### src/rtl/stepdown_seq_pkg.sv
// stepdown_seq_pkg: shared state encoding and widths for the stepdown gate sequencer
package stepdown_seq_pkg;
  localparam int STATE_W = 3;
  localparam int OCP_CNT_W = 4;
  typedef enum logic [STATE_W-1:0] {
    ST_IDLE  = 3'd0,
    ST_DT_HS = 3'd1,
    ST_HS_ON = 3'd2,
    ST_DT_LS = 3'd3,
    ST_LS_ON = 3'd4,
    ST_FAULT = 3'd5
  } state_t;
endpackage

### src/rtl/stepdown_seq_timer.sv
// stepdown_seq_timer: loadable saturating down counter with zero flag
module stepdown_seq_timer #(
  parameter int CW = 8
) (
  input  logic          clk,
  input  logic          rst,
  input  logic          i_load,
  input  logic [CW-1:0] i_val,
  output logic          o_zero
);
  logic [CW-1:0] r_cnt;
  always_ff @(posedge clk or posedge rst) begin
    if (rst) r_cnt <= '0;
    else if (i_load) r_cnt <= i_val;
    else if (r_cnt != '0) r_cnt <= r_cnt - 1'b1;
  end
  assign o_zero = (r_cnt == '0);
endmodule

### src/rtl/stepdown_gate_sequencer.sv
// stepdown_gate_sequencer: turns the gated PWM request into non-overlapping
// high/low-side gate enables with dead time, min on/off, OCP blanking and fault latch
module stepdown_gate_sequencer
  import stepdown_seq_pkg::*;
#(
  parameter int CW        = 8,
  parameter int DT_CYC    = 4,
  parameter int MIN_ON    = 8,
  parameter int MIN_OFF   = 6,
  parameter int OCP_BLANK = 3,
  parameter int OCP_LIMIT = 4
) (
  input  logic       clk,
  input  logic       rst,
  input  logic       CELV,
  input  logic       CELG,
  input  logic       SUB,
  input  logic       en,
  input  logic       pwm_req,
  input  logic       ocp,
  input  logic       zcd,
  output logic       hs_on,
  output logic       ls_on,
  output logic       fault,
  output logic [2:0] state
);
  localparam logic [CW-1:0] L_DT  = CW'(DT_CYC - 1);
  localparam logic [CW-1:0] L_ON  = CW'(MIN_ON - 1);
  localparam logic [CW-1:0] L_OFF = CW'(MIN_OFF - 1);
  // the turn-on cycle itself counts as the first blanked cycle
  localparam logic [CW-1:0] L_BLANK = CW'(OCP_BLANK > 0 ? OCP_BLANK - 1 : 0);
  localparam logic [OCP_CNT_W-1:0] L_LIMIT = OCP_CNT_W'(OCP_LIMIT);

  state_t                 r_state, w_next;
  logic                   r_hs, r_ls, r_fault;
  logic [OCP_CNT_W-1:0]   r_ocp_cnt;
  logic                   w_cnt_load, w_blank_load, w_cnt_zero, w_blank_zero;
  logic                   w_ocp_inc, w_ocp_clr;
  logic [CW-1:0]          w_cnt_val;
  logic                   w_unused;

  assign w_unused = ^{CELV, CELG, SUB};

  stepdown_seq_timer #(.CW(CW)) u_cnt (
    .clk(clk), .rst(rst), .i_load(w_cnt_load), .i_val(w_cnt_val), .o_zero(w_cnt_zero)
  );

  stepdown_seq_timer #(.CW(CW)) u_blank (
    .clk(clk), .rst(rst), .i_load(w_blank_load), .i_val(L_BLANK), .o_zero(w_blank_zero)
  );

  always_comb begin
    w_next       = r_state;
    w_cnt_load   = 1'b0;
    w_cnt_val    = '0;
    w_blank_load = 1'b0;
    w_ocp_inc    = 1'b0;
    w_ocp_clr    = 1'b0;
    if (!en) begin
      w_next     = ST_IDLE;
      w_cnt_load = 1'b1;
      w_cnt_val  = L_OFF;
      w_ocp_clr  = 1'b1;
    end else begin
      case (r_state)
        ST_IDLE: if (pwm_req && w_cnt_zero) begin
          w_next     = ST_DT_HS;
          w_cnt_load = 1'b1;
          w_cnt_val  = L_DT;
        end
        ST_DT_HS: if (w_cnt_zero) begin
          w_next       = ST_HS_ON;
          w_cnt_load   = 1'b1;
          w_cnt_val    = L_ON;
          w_blank_load = 1'b1;
        end
        ST_HS_ON: if (ocp && w_blank_zero) begin
          w_next     = ST_DT_LS;
          w_cnt_load = 1'b1;
          w_cnt_val  = L_DT;
          w_ocp_inc  = 1'b1;
        end else if (w_cnt_zero && !pwm_req) begin
          w_next     = ST_DT_LS;
          w_cnt_load = 1'b1;
          w_cnt_val  = L_DT;
          w_ocp_clr  = 1'b1;
        end
        ST_DT_LS: if (w_cnt_zero) begin
          w_next     = (r_ocp_cnt >= L_LIMIT) ? ST_FAULT : ST_LS_ON;
          w_cnt_load = 1'b1;
          w_cnt_val  = L_OFF;
        end
        // zcd leaves cnt running so IDLE still honours the remaining min-off
        ST_LS_ON: if (zcd) begin
          w_next = ST_IDLE;
        end else if (w_cnt_zero && pwm_req) begin
          w_next     = ST_DT_HS;
          w_cnt_load = 1'b1;
          w_cnt_val  = L_DT;
        end
        ST_FAULT: w_next = ST_FAULT;
        default:  w_next = ST_IDLE;
      endcase
    end
  end

  always_ff @(posedge clk or posedge rst) begin
    if (rst) begin
      r_state   <= ST_IDLE;
      r_hs      <= 1'b0;
      r_ls      <= 1'b0;
      r_fault   <= 1'b0;
      r_ocp_cnt <= '0;
    end else begin
      r_state   <= w_next;
      r_hs      <= (w_next == ST_HS_ON);
      r_ls      <= (w_next == ST_LS_ON);
      r_fault   <= (w_next == ST_FAULT);
      r_ocp_cnt <= w_ocp_clr ? '0 :
                   (w_ocp_inc && r_ocp_cnt != '1) ? r_ocp_cnt + 1'b1 : r_ocp_cnt;
    end
  end

  assign hs_on = r_hs;
  assign ls_on = r_ls;
  assign fault = r_fault;
  assign state = r_state;
endmodule

### config.mk
export PLATFORM = sky130hd
export DESIGN_NAME = stepdown_gate_sequencer
export DESIGN_NICKNAME = d
export VERILOG_FILES = /design/src/rtl/stepdown_seq_pkg.sv /design/src/rtl/stepdown_seq_timer.sv /design/src/rtl/stepdown_gate_sequencer.sv
export SDC_FILE = /design/constraint.sdc
export NUM_CORES = 1
export LEC_CHECK = 0
export BUFFER_PORTS_ARGS = -buffer_cell sky130_fd_sc_hd__buf_4
export CORE_AREA = 2 2 54 56
export CTS_BUF_LIST = sky130_fd_sc_hd__clkbuf_4 sky130_fd_sc_hd__clkbuf_8
export CTS_CLUSTER_DIAMETER = 60
export DETAILED_ROUTE_END_ITERATION = 8
export DIE_AREA = 0 0 56 58
export PLACE_DENSITY = 0.89
export SLEW_MARGIN = 20
export SYNTH_ARGS = -nofsm -noshare
export SYNTH_HDL_FRONTEND = slang
export SYNTH_SLANG_ARGS = --single-unit
### constraint.sdc
create_clock -name clk -period 4.1 [get_ports clk]
set_input_delay 0.82 -clock clk [delete_from_list [all_inputs] [get_ports clk]]
set_output_delay 0.82 -clock clk [all_outputs]
set_load 0.02 [all_outputs]
==> key figures <==
Setup path
  • Critical Path, Cell by Cell: inv_1, ha_1, nor3b_2, nand2_1, o41ai_1, nor3_1
  • Startpoint Class: flip-flop
  • CP max stage delay: 800 ps
  • Worst path slowest cell: o41ai_1
  • R2R depth: 6
  • CP endpoint kind: flip-flop
  • CP Data Arrival Time: about 2700 ps
  • CP required: 4280 ps
  • FF-to-FF End: r_ocp_cnt[3]$_DFFE_PP0P_
  • Reg2Reg Setup Slack: approximately 1600 ps
  • Max FO, Critical Path: 8
  • Reg2reg start: u_cnt.r_cnt[0]$_DFFE_PP0P_
  • Kind of critical path: flip-flop to flip-flop

STA
  • Fin. max-slew vios: 0
  • Final hold violation count: 0
  • Final setup violation count: 0
  • Fmax: 0.393 GHz
  • Setup TNS: 0 ps
  • Tmin final: ~2500 ps
  • Slew headroom: 0.383
  • Clock Skews: between 1 and 1.5 ps
  • Worst-margin pin slew: 920 ps
  • Period utilization: 0.621
  • RSZ-0062 raised after global routing: no

Min path
  • Type of the most critical hold path: input pin to async pin

Synth
  • EDFF count, synth: 0
  • Synthesized cell area: 1520 sq um
  • Number of synthesis warnings: 0
  • Synth Instances: approximately 160
  • Flops & latches, synth: 26
  • Simple-Gate Fraction of Synth Area: 0.257
  • Sequential-to-total area share from yosys stat: 0.428
  • Synth unique cells: 45
  • Compound-Gate Fraction of Synth Area: 0.158
  • Mux cell area share after synthesis: 0.0206
  • Asr flop ratio synth: 1.00
  • Post-Synth XOR/XNOR Area: 0.0633
  • Mean post-synth cell area: 9.33 sq um
  • Adder-Cell Fraction of Synth Area: 0.0329
  • Syn_nets: 176
  • Ys flop type: dfrtp_1
  • Largest family of logic cells by synthesized area: simple AND/OR/NAND/NOR gates

Layout
  • Post-layout net count: about 190
  • Share of cells above drive strength 1: 0.140
  • Ant diodes: 0
  • Final core utilization: 0.616
  • Area added between synthesis and finish: 7.81%
  • Design area: 1640 sq um
  • Non-Filler Instances: 203

Global route
  • Largest net degree at the start of global routing: 27
  • Overflow after GRT: 0
  • Total GRT Usage: 0.205
  • First-pass GRT wire length: 5.33 mm
  • Vias in the first global route: 1229
  • Initial antenna violation count: 0

Clock network
  • Clk root buf: clkbuf_4
  • Clock slew at reported path FFs: around 130 ps
  • CTS Buffer Depth: 2
  • Clock Sink Count: 26
  • CTS tree: built
  • Htree depth: 1
  • Postcts setup bufs: 0
  • CTS Hold Bufs: 0
  • Worst-Skew Late Latency: ~310 ps
  • CTS-repair resized insts: 0
  • CTS Buf Count: 3

Place
  • IO Port Bufs: 11
  • Cell count after placement: 200
  • Placed Area: 1620 sq um
  • Hpwl dp: 2.33 mm
  • GPL Wtd Cong: 0.851

Floorplanning
  • DIE HEIGHT: 58 um
  • Initial Util: 0.571
  • Die outline area: 3250 sq um
  • Cell row count: 19
  • Core region area: ~2700 sq um
  • I/O pins: 15
  • DIE WIDTH: 56 um

Routing
  • First-pass DRT Iterations: 5
  • Initial DRC count: 46
  • Vias/cell: 6.34
  • DRC: 0
  • Total Wirelength: about 3.2 mm
  • Post-DRT Antenna Nets: 0
  • Vias: 1288
  • Routed wire per std cell: ~16 um

Flow run
  • Max Cap Viol: 0

Outcome
  • Status: completed

Power and ir drop
  • Pleak: 0.000695 uW
  • Worst IR Drop VDD: approximately 0.27 mV
  • Pwr/cell area: about 400 nW/um^2
  • Overall Power: 655 uW
[cells by family after synthesis]
kind of cell,Yosys count
mux,3
xor+xnor,11
buf+inv,15
simple gates,69
flops,26
compound gates,35
fa+ha+maj,4
[final cells by class]
type	instances	area [sq um]
inverters	10	37.5
flip-flops and latches	26	651
repair buffers	11	82.6
well taps	31	38.8
clock buffers	3	22.5
multi-input cells	122	808
fillers	223	1020
[cells in the final DEF, fill, tap and decap left out, types with 3 or more instances in the layout]
cell,netlist,routed
o31ai_1,3,3
nand3_1,3,3
xor2_1,8,8
a21oi_1,6,6
inv_1,10,9
nor2_1,23,23
nor4_1,4,4
ha_1,4,4
or4_1,3,3
o21ai_0,8,8
buf_4,1,11
nand2_1,7,7
clkbuf_4,0,3
xnor2_1,3,3
o211ai_1,4,4
or3_1,3,3
dfrtp_1,26,26
nor3_1,8,8
[power by group]
group          leakage, uW  internal [uW]  switching, uW  total (uW)
Clock            0.0000138           34.3           72.5         107
Combinational     0.000344           88.0            115         203
Sequential        0.000336            298           47.5         345
Total             0.000695            420            235         655
[registers in the layout (all words and copies together), names as in the netlist]
name and flops:
ls_on 1, hs_on 1, fault 1, u_blank.r_cnt 8, state 3, r_ocp_cnt 4, u_cnt.r_cnt 8
[synthesized netlist by cell type (2+ instances only)]
| master | instances | share of area |
|---|---|---|
| xnor2_1 | 3 | 0.017 |
| nand3_1 | 3 | 0.0099 |
| clkbuf_1 | 2 | 0.0049 |
| nor4_1 | 4 | 0.016 |
| ha_1 | 4 | 0.033 |
| o31ai_1 | 3 | 0.015 |
| nor3_1 | 8 | 0.026 |
| o21ai_0 | 8 | 0.026 |
| dfrtp_1 | 26 | 0.43 |
| o21a_1 | 2 | 0.0099 |
| nand3b_1 | 2 | 0.0099 |
| nand2_1 | 7 | 0.017 |
| buf_2 | 2 | 0.0066 |
| nor2_1 | 23 | 0.057 |
| inv_1 | 10 | 0.025 |
| o211ai_1 | 4 | 0.020 |
| a31oi_1 | 2 | 0.0082 |
| nor2b_1 | 2 | 0.0082 |
| or3b_2 | 2 | 0.012 |
| o21ba_2 | 2 | 0.013 |
| nand4_1 | 2 | 0.0082 |
| or3_1 | 3 | 0.012 |
| a21oi_1 | 6 | 0.020 |
| nand2b_1 | 2 | 0.0082 |
| mux2i_1 | 2 | 0.013 |
| xor2_1 | 8 | 0.046 |
| or4_1 | 3 | 0.015 |
[how the worst max path moves through the flow]
stage                                    start                  endpoint  slack [ps]
CTS                 u_cnt.r_cnt[0]$_DFFE_PP0P_  r_ocp_cnt[3]$_DFFE_PP0P_        1580
floorplan                   state[1]$_DFF_PP0_  r_ocp_cnt[0]$_DFFE_PP0P_        1960
global placement    u_cnt.r_cnt[0]$_DFFE_PP0P_  r_ocp_cnt[3]$_DFFE_PP0P_        1800
global route        u_cnt.r_cnt[0]$_DFFE_PP0P_  r_ocp_cnt[3]$_DFFE_PP0P_        1380
detailed placement  u_cnt.r_cnt[0]$_DFFE_PP0P_  r_ocp_cnt[3]$_DFFE_PP0P_        1580
finish              u_cnt.r_cnt[0]$_DFFE_PP0P_  r_ocp_cnt[3]$_DFFE_PP0P_        1550
[per-stage QoR]
step | hold WS, ps | worst slack (ps)
6_report | 579 | 1550
5_1_grt | 623 | 1380
4_1_cts | 587 | 1580
3_5_place_dp | 562 | 1580
3_3_place_gp | 537 | 1800
2_1_floorplan | 517 | 1960
[metal layers]
layer	vias to the layer above	share of wire	global-route usage
li1	609	-	-
met1	627	0.43	0.266
met2	44	0.51	0.360
met3	8	0.044	0.0223
met4	0	0.019	0.0714
met5	-	0	0
[worst max-delay path, delay by kind of cell, from the launching register on]
family                     cells  cell delay [ps]
AOI/OAI and AO/OA              1              800
adders and majority gates      1              290
buffers and inverters          1               90
DFF                            1              450
and+or+nand+nor                3              790
Power figures use the tool's default switching activity.
